**src/rtl/audio_bram_pkg.sv**
```systemverilog
// Shared types and constants for the sample-BRAM port B arbiter.
package audio_bram_pkg;

    typedef enum logic [1:0] {
        NONE = 2'd0,
        R0   = 2'd1,
        R1   = 2'd2
    } owner_e;

    localparam int DATA_W_DEF      = 32;
    localparam int ADDR_W_DEF      = 8;
    localparam int BRAM_BYTE_SHIFT = 2;

    function automatic logic [31:0] byte_addr(input logic [31:0] word_idx);
        return word_idx << BRAM_BYTE_SHIFT;
    endfunction

    function automatic logic [15:0] sat_inc16(input logic [15:0] v);
        return (v == 16'hFFFF) ? v : v + 16'd1;
    endfunction

endpackage

```
**src/rtl/bram_rd_return_pipe.sv**
```systemverilog
// Delay line of {valid, id} matching the BRAM read latency; steers each
// returned word to the requester that issued the read.
module bram_rd_return_pipe #(
    parameter int READ_LATENCY = 1,
    parameter int DATA_W       = 32
)(
    input  logic              clk,
    input  logic              rst,
    input  logic              i_valid,
    input  logic              i_id,
    input  logic [DATA_W-1:0] i_dout,
    output logic              o_rvalid0,
    output logic              o_rvalid1,
    output logic [DATA_W-1:0] o_rdata
);

    logic [READ_LATENCY-1:0] r_valid;
    logic [READ_LATENCY-1:0] r_id;
    logic                    w_tail_valid;
    logic                    w_tail_id;

    // Shift the issue record along; reset drops every in-flight read.
    always_ff @(posedge clk or posedge rst) begin
        if (rst) begin
            r_valid <= {READ_LATENCY{1'b0}};
            r_id    <= {READ_LATENCY{1'b0}};
        end else begin
            r_valid[0] <= i_valid;
            r_id[0]    <= i_id;
            for (int i = 1; i < READ_LATENCY; i++) begin
                r_valid[i] <= r_valid[i-1];
                r_id[i]    <= r_id[i-1];
            end
        end
    end

    assign w_tail_valid = r_valid[READ_LATENCY-1];
    assign w_tail_id    = r_id[READ_LATENCY-1];
    assign o_rvalid0    = w_tail_valid && !w_tail_id;
    assign o_rvalid1    = w_tail_valid && w_tail_id;
    assign o_rdata      = w_tail_valid ? i_dout : {DATA_W{1'b0}};

endmodule

```
**src/rtl/bram_port_arbiter.sv**
```systemverilog
// Round-robin, per-beat arbiter for BRAM port B with capped locked bursts.
// Optional statistics outputs are enabled by defining BRAM_ARB_STATS_EN.
module bram_port_arbiter
    import audio_bram_pkg::*;
#(
    parameter int ADDR_W       = ADDR_W_DEF,
    parameter int DATA_W       = DATA_W_DEF,
    parameter int READ_LATENCY = 1,
    parameter int MAX_BURST    = 16
)(
    input  logic              clk,
    input  logic              rst,
    input  logic              req0,
    input  logic              req1,
    input  logic              lock0,
    input  logic              lock1,
    input  logic [ADDR_W-1:0] addr0,
    input  logic [ADDR_W-1:0] addr1,
    output logic              gnt0,
    output logic              gnt1,
    output logic              rvalid0,
    output logic              rvalid1,
    output logic [DATA_W-1:0] rdata,
    output logic [31:0]       BRAM_addr,
    output logic              BRAM_clk,
    output logic              BRAM_en,
    output logic              BRAM_rst,
    output logic [3:0]        BRAM_we,
    output logic [31:0]       BRAM_din,
    input  logic [31:0]       BRAM_dout
`ifdef BRAM_ARB_STATS_EN
    ,
    output logic [31:0]       stat_gnt0,
    output logic [31:0]       stat_gnt1,
    output logic [15:0]       stat_wait_max
`endif
);

    localparam int               CNT_W   = (MAX_BURST > 1) ? $clog2(MAX_BURST) : 1;
    localparam logic [CNT_W-1:0] CNT_MAX = CNT_W'(MAX_BURST - 1);

    owner_e           r_own;
    owner_e           r_last;
    owner_e           w_other;
    logic [CNT_W-1:0] r_beat_cnt;
    logic [31:0]      r_addr_hold;
    logic [31:0]      w_gnt_addr;
    logic             w_req_own;
    logic             w_req_oth;
    logic             w_lock_own;
    logic             w_any_gnt;

    // View the request lines relative to the current owner.
    always_comb begin
        w_req_own  = 1'b0;
        w_req_oth  = 1'b0;
        w_lock_own = 1'b0;
        w_other    = R0;
        case (r_own)
            R0: begin
                w_req_own  = req0;
                w_req_oth  = req1;
                w_lock_own = lock0;
                w_other    = R1;
            end
            R1: begin
                w_req_own  = req1;
                w_req_oth  = req0;
                w_lock_own = lock1;
                w_other    = R0;
            end
            default: begin
                w_req_own  = 1'b0;
                w_req_oth  = 1'b0;
                w_lock_own = 1'b0;
                w_other    = R0;
            end
        endcase
    end

    assign gnt0       = req0 && (r_own == R0);
    assign gnt1       = req1 && (r_own == R1);
    assign w_any_gnt  = gnt0 || gnt1;
    assign w_gnt_addr = byte_addr(32'(gnt1 ? addr1 : addr0));
    assign BRAM_en    = w_any_gnt;
    assign BRAM_addr  = w_any_gnt ? w_gnt_addr : r_addr_hold;
    assign BRAM_clk   = clk;
    assign BRAM_rst   = rst;
    assign BRAM_we    = 4'h0;
    assign BRAM_din   = 32'h0000_0000;

    // Ownership FSM; the handover is decided during the granted beat so the next owner is served without a bubble.
    always_ff @(posedge clk or posedge rst) begin
        if (rst) begin
            r_own      <= NONE;
            r_last     <= R1;
            r_beat_cnt <= {CNT_W{1'b0}};
        end else begin
            case (r_own)
                NONE: begin
                    r_beat_cnt <= {CNT_W{1'b0}};
                    if (req0 && req1) begin
                        r_own <= (r_last == R0) ? R1 : R0;
                    end else if (req0) begin
                        r_own <= R0;
                    end else if (req1) begin
                        r_own <= R1;
                    end else begin
                        r_own <= NONE;
                    end
                end
                R0, R1: begin
                    if (!w_req_own) begin
                        r_own      <= w_req_oth ? w_other : NONE;
                        r_beat_cnt <= {CNT_W{1'b0}};
                    end else if (w_req_oth && (!w_lock_own || (r_beat_cnt == CNT_MAX))) begin
                        r_own      <= w_other;
                        r_last     <= r_own;
                        r_beat_cnt <= {CNT_W{1'b0}};
                    end else if (r_beat_cnt != CNT_MAX) begin
                        r_beat_cnt <= r_beat_cnt + CNT_W'(1);
                    end else begin
                        r_beat_cnt <= r_beat_cnt;
                    end
                end
                default: begin
                    r_own      <= NONE;
                    r_beat_cnt <= {CNT_W{1'b0}};
                end
            endcase
        end
    end

    // BRAM_addr keeps the last issued address while no beat is granted.
    always_ff @(posedge clk or posedge rst) begin
        if (rst) begin
            r_addr_hold <= 32'h0000_0000;
        end else if (w_any_gnt) begin
            r_addr_hold <= w_gnt_addr;
        end else begin
            r_addr_hold <= r_addr_hold;
        end
    end

    bram_rd_return_pipe #(
        .READ_LATENCY (READ_LATENCY),
        .DATA_W       (DATA_W)
    ) u_ret (
        .clk       (clk),
        .rst       (rst),
        .i_valid   (w_any_gnt),
        .i_id      (gnt1),
        .i_dout    (BRAM_dout[DATA_W-1:0]),
        .o_rvalid0 (rvalid0),
        .o_rvalid1 (rvalid1),
        .o_rdata   (rdata)
    );

`ifdef BRAM_ARB_STATS_EN
    logic [15:0] r_wait0;
    logic [15:0] r_wait1;
    logic [15:0] w_wait0_nxt;
    logic [15:0] w_wait1_nxt;
    logic [15:0] w_wait_peak;

    // Length of each requester's current stall, including this cycle.
    always_comb begin
        w_wait0_nxt = (req0 && !gnt0) ? sat_inc16(r_wait0) : 16'd0;
        w_wait1_nxt = (req1 && !gnt1) ? sat_inc16(r_wait1) : 16'd0;
        if (w_wait0_nxt > w_wait1_nxt) begin
            w_wait_peak = w_wait0_nxt;
        end else begin
            w_wait_peak = w_wait1_nxt;
        end
    end

    // Grant counters wrap; the stall maximum saturates.
    always_ff @(posedge clk or posedge rst) begin
        if (rst) begin
            stat_gnt0     <= 32'd0;
            stat_gnt1     <= 32'd0;
            stat_wait_max <= 16'd0;
            r_wait0       <= 16'd0;
            r_wait1       <= 16'd0;
        end else begin
            stat_gnt0     <= gnt0 ? stat_gnt0 + 32'd1 : stat_gnt0;
            stat_gnt1     <= gnt1 ? stat_gnt1 + 32'd1 : stat_gnt1;
            stat_wait_max <= (w_wait_peak > stat_wait_max) ? w_wait_peak : stat_wait_max;
            r_wait0       <= w_wait0_nxt;
            r_wait1       <= w_wait1_nxt;
        end
    end
`endif

endmodule

```
**config.mk**
```make
export PLATFORM = sky130hd
export DESIGN_NAME = bram_port_arbiter
export DESIGN_NICKNAME = d
export VERILOG_FILES = /design/src/rtl/audio_bram_pkg.sv /design/src/rtl/bram_rd_return_pipe.sv /design/src/rtl/bram_port_arbiter.sv
export SDC_FILE = /design/constraint.sdc
export NUM_CORES = 1
export LEC_CHECK = 0
export BUFFER_PORTS_ARGS = -buffer_cell sky130_fd_sc_hd__buf_4
export CAP_MARGIN = 20
export CORE_MARGIN = 2
export CORE_UTILIZATION = 42
export CTS_BUF_LIST = sky130_fd_sc_hd__clkbuf_2
export CTS_CLUSTER_SIZE = 14
export DETAILED_ROUTE_END_ITERATION = 8
export GPL_ROUTABILITY_DRIVEN = 0
export PLACE_DENSITY = 0.82
export SETUP_SLACK_MARGIN = 0.05
export SYNTH_ARGS = -nofsm -noshare
export SYNTH_HDL_FRONTEND = slang
export SYNTH_SLANG_ARGS = --single-unit
```
**constraint.sdc**
```tcl
create_clock -name clk -period 2.3 [get_ports clk]
set_input_delay 0.46 -clock clk [delete_from_list [all_inputs] [get_ports clk]]
set_output_delay 0.46 -clock clk [all_outputs]
set_load 0.01 [all_outputs]
```
# After elaboration in Yosys (flattened, before gate mapping)
# Cells that the tools add are included.
# classes
reduce_logical	13
n_mux	19
n_addsub	1
eq_ne	7
# ops
cell	count
2-to-1 mux 32 bit	2
2-to-1 mux 2 bit	8
2-to-1 mux 4 bit	4
2-to-1 mux 8 bit	1
inequality test 4 bit, second input constant	2
logical AND 1 bit	6
case mux 1 bit (2 select lines)	3
adder 4 x 1 -> 4 bit, second input constant	1
== test 2 x 1 -> 1 bit, second input constant	2
== test 4 bit, second input constant	1
case mux 2 bit (2 select lines)	1
inequality test 3 bit, second input constant	1
AND reduction 3 bit	1
== test 2 bit, second input constant	1
zero test 1 bit	2
zero test 2 bit	1
logical OR 1 bit	2
OR reduction 2 bit	1
# totals
reg_bits	42
inputBits	54
elab_cells	46

# Logic depth before layout (Yosys ltp)
# depth
word_depth	8
depth_mapped	8

# By module
# Synthesis repeated with hierarchy kept, for this count alone.
# unflattened
hier_cells	222
area_unflattened_um2	2299.7
# by_module_without_submodules
module	area_per_inst_um2	cells_each	n_inst
bram_port_arbiter	2018.2	182	1
bram_rd_return_pipe	281.5	40	1

==> flow_summary_export.csv <==
group,metric,value,unit
layout,post-route-cell-area,0.00378,sq mm
clock_network,insertion_delay,0.51,ns
synthesis,syn_area,0.00224,sq mm
floorplanning,start_util,0.436,
synthesis,synth_top_area_share,0.457,
global_route,first_global_vias,2039,
synthesis,seq_area_frac_synth,0.469,
layout,layout.nets,435,
pwr,seq_power_share,0.292,
synthesis,yosysUniqueCellTypes,33,
floorplanning,ioPinCount,161,
floorplanning,core-area,0.00514,sq mm
global_route,grt-ovfl-total,0,
layout,final_common_cell,"buf_4",
floorplanning,die-width,77.1,um
critical_path,cp_max_fo,5,
floorplanning,rows,26,
sta,rsz0062_at_grt,"yes",
detailed_routing,ant_nets,0,
floorplanning,fp.dieArea,0.00594,sq mm
pwr,combPwrFrac,0.547,
layout,syn_to_final_growth,68.4,%
detailed_routing,drtIter0Drc,85,
detailed_routing,vias,2115,
synthesis,avgSynthCellArea,10.2,sq um
detailed_routing,wire_per_inst,15.8,um
placement,io_buffers,124,
pwr,power_density,844,mW/mm^2
layout,fillCellCount,375,
pwr,internal_power,2.04,mW
sta,setup_violations,16,
sta,setup_ws,-0.0475,ns
critical_path,required,1.84,ns
placement,dp_cells,408,
detailed_routing,viasPerCell,4.73,
synthesis,yosysTopAreaCell,"dfrtp_1",
critical_path,crit_path_end_kind,"output pin",
min_path,holdPathStages,3,
layout,drive_gt1_frac,0.568,
critical_path,reg2regPathDepth,13,
layout,postLayoutCoreUtil,0.735,
synthesis,synth-warning-count,0,
job,max-cap-violations,0,
clock_network,clkSlewWorstSetupHoldPaths,0.23,ns
sta,skew,0.0346,ns
sta,tightest_slew,0.760,ns
synthesis,synthCells,220,
sta,setup_tns,-0.346,ns
pwr,p_leak,2.03,nW
sta,min_period,2.35,ns
layout,instances_no_fill,447,
sta,maxSlewHeadroom,0.490,
global_route,antenna_found_initial,0,
detailed_routing,route.detailed.drc,0,
pwr,ir_drop,0.799,mV
placement,place_area,0.00312,sq mm
placement,dp_hpwl,4.51,mm
sta,hold_violations,0,
detailed_routing,wl,7.08,mm
synthesis,yosys-top-cells-area,"dfrtp_1 46%, buf_4 13%, and2_1 9.2%",
floorplanning,dieHeight,77.1,um
detailed_routing,first_pass_iters,4,
layout,num_antenna_cells,0,
clock_network,cts_tree,"yes",
sta,final-max-slew-violation-count,0,
critical_path,setup.worst_path.class,"reg -> out",
min_path,holdCritPathClass,"in -> reg",
sta,fmax,426,MHz
placement,pre_cts_ws,0.159,ns
critical_path,cp_data_arrival_time,1.89,ns
layout,final_cell_mix,"145 x buf_4, 39 x dfrtp_1, 36 x conb_1, 33 x and2_1, 25 x and3_4",
pwr,clockPowerShare,0.162,
critical_path,start_kind,"flip-flop",
global_route,grt_max_degree,22,
sta,hold_ws,0.177,ns
pwr,p_sw,1.15,mW
global_route,grt.total_usage,0.229,
synthesis,ys_ff_latch,42,
pwr,p_sw_frac,0.361,
global_route,grt_pass1_wl,10.5,mm
pwr,total_power,3.19,mW
sta,fin_crit_sh,1.02,
status,outcome,"finished with violations",
status,violations,"negative setup slack",
registers in the layout, summed over array words and instances, names as in the netlist:
signal and cells:
r_last 2, u_ret.r_id 1, u_ret.r_valid 1, r_addr_hold 32
r_beat_cnt 4, r_own 2
power by group through the flow:
stage	Sequential, mW	Combinational (mW)	Clock [mW]
finish	0.931	1.74	0.515
CTS	0.923	1.59	0.524
global route	0.950	1.86	0.558
global placement	0.930	1.17	0.0358
floorplan	0.902	0.696	0.0358
detailed placement	0.936	1.19	0.0358
kinds of logic (layout without fill, tap and decap cells):
| logic type | after synthesis | count (layout) | share of synthesized area |
|---|---|---|---|
| AND/OR/NAND/NOR | 85 | 85 | 0.233 |
| buffers and inverters | 54 | 176 | 0.155 |
| flip-flops | 42 | 42 | 0.469 |
| AO/OA/AOI/OAI | 22 | 22 | 0.0653 |
| multiplexers | 10 | 10 | 0.0446 |
| adder cells (fa/ha/maj) | 5 | 5 | 0.0279 |
| other | 1 | 36 | 0.00167 |
| XOR/XNOR | 1 | 1 | 0.00390 |
critical path, stage by stage, from the launching register on:
cell and delay, ns:
dfrtp_1 0.43, inv_2 0.11, ha_4 0.18, nand2_8 0.08, buf_12 0.14, mux2i_1 0.12, o21ai_1 0.19, buf_4 0.15
cell usage after synthesis:
cell / n
and2_1: 33
nor4bb_1: 2
nor2b_1: 3
a31oi_1: 3
nand2_1: 10
nor3b_1: 1
dfrtp_1: 41
nand2_2: 1
a22o_2: 1
a22oi_1: 1
nand3_2: 1
a311o_1: 1
inv_2: 2
conb_1: 1
and3_1: 24
ha_1: 5
o21ai_1: 8
o21ai_0: 6
a21oi_2: 1
nor3_2: 2
nand3_1: 1
dfstp_2: 1
and3_4: 1
mux2i_1: 10
nand3b_1: 1
buf_2: 2
inv_1: 5
nor2_1: 4
clkbuf_1: 7
o211ai_4: 1
xnor2_1: 1
nand2b_1: 1
buf_4: 38
metal layers:
metal | global-route usage | part of all wire | vias up
met5 | 0 | 0 | -
met4 | 0.0732 | 0.012 | 0
met3 | 0.0635 | 0.078 | 8
met2 | 0.389 | 0.52 | 119
met1 | 0.282 | 0.39 | 1011
li1 | - | - | 977
layout make-up:
type                       instances  area, sq um  share of cell area
multi-input combinational        159         1180               0.313
clock inverter                     3         40.0              0.0106
clock buffer                       9         47.5              0.0126
inverter                           7         36.3             0.00961
timing repair buffer             157         1330               0.351
tap                               70         87.6              0.0232
sequential                        42         1050               0.279
what timing repair did:
action | in CTS | in global routing
gates resized for setup | 51 | 13
endpoints found under the hold margin | 18 | 0
hold buffers | 1 | 0
pin swaps | 7 | 6
buffers inserted | 17 | 6
endpoints found under the setup margin | 35 | 54
gates cloned | 4 | 1
worst paths after layout:
check                                      from              end  slack (ns)
worst max-delay path                   r_own[1]     BRAM_addr[4]       -0.05
worst min-delay path                   addr1[3]   r_addr_hold[5]        0.18
worst max register to register         r_own[1]   r_addr_hold[2]        0.19
worst min register to register  r_addr_hold[26]  r_addr_hold[26]        0.55
max in group asynchronous                   rst         r_own[0]        1.16
min in group asynchronous                   rst   r_addr_hold[8]        0.53
Power figures use the tool's default switching activity.
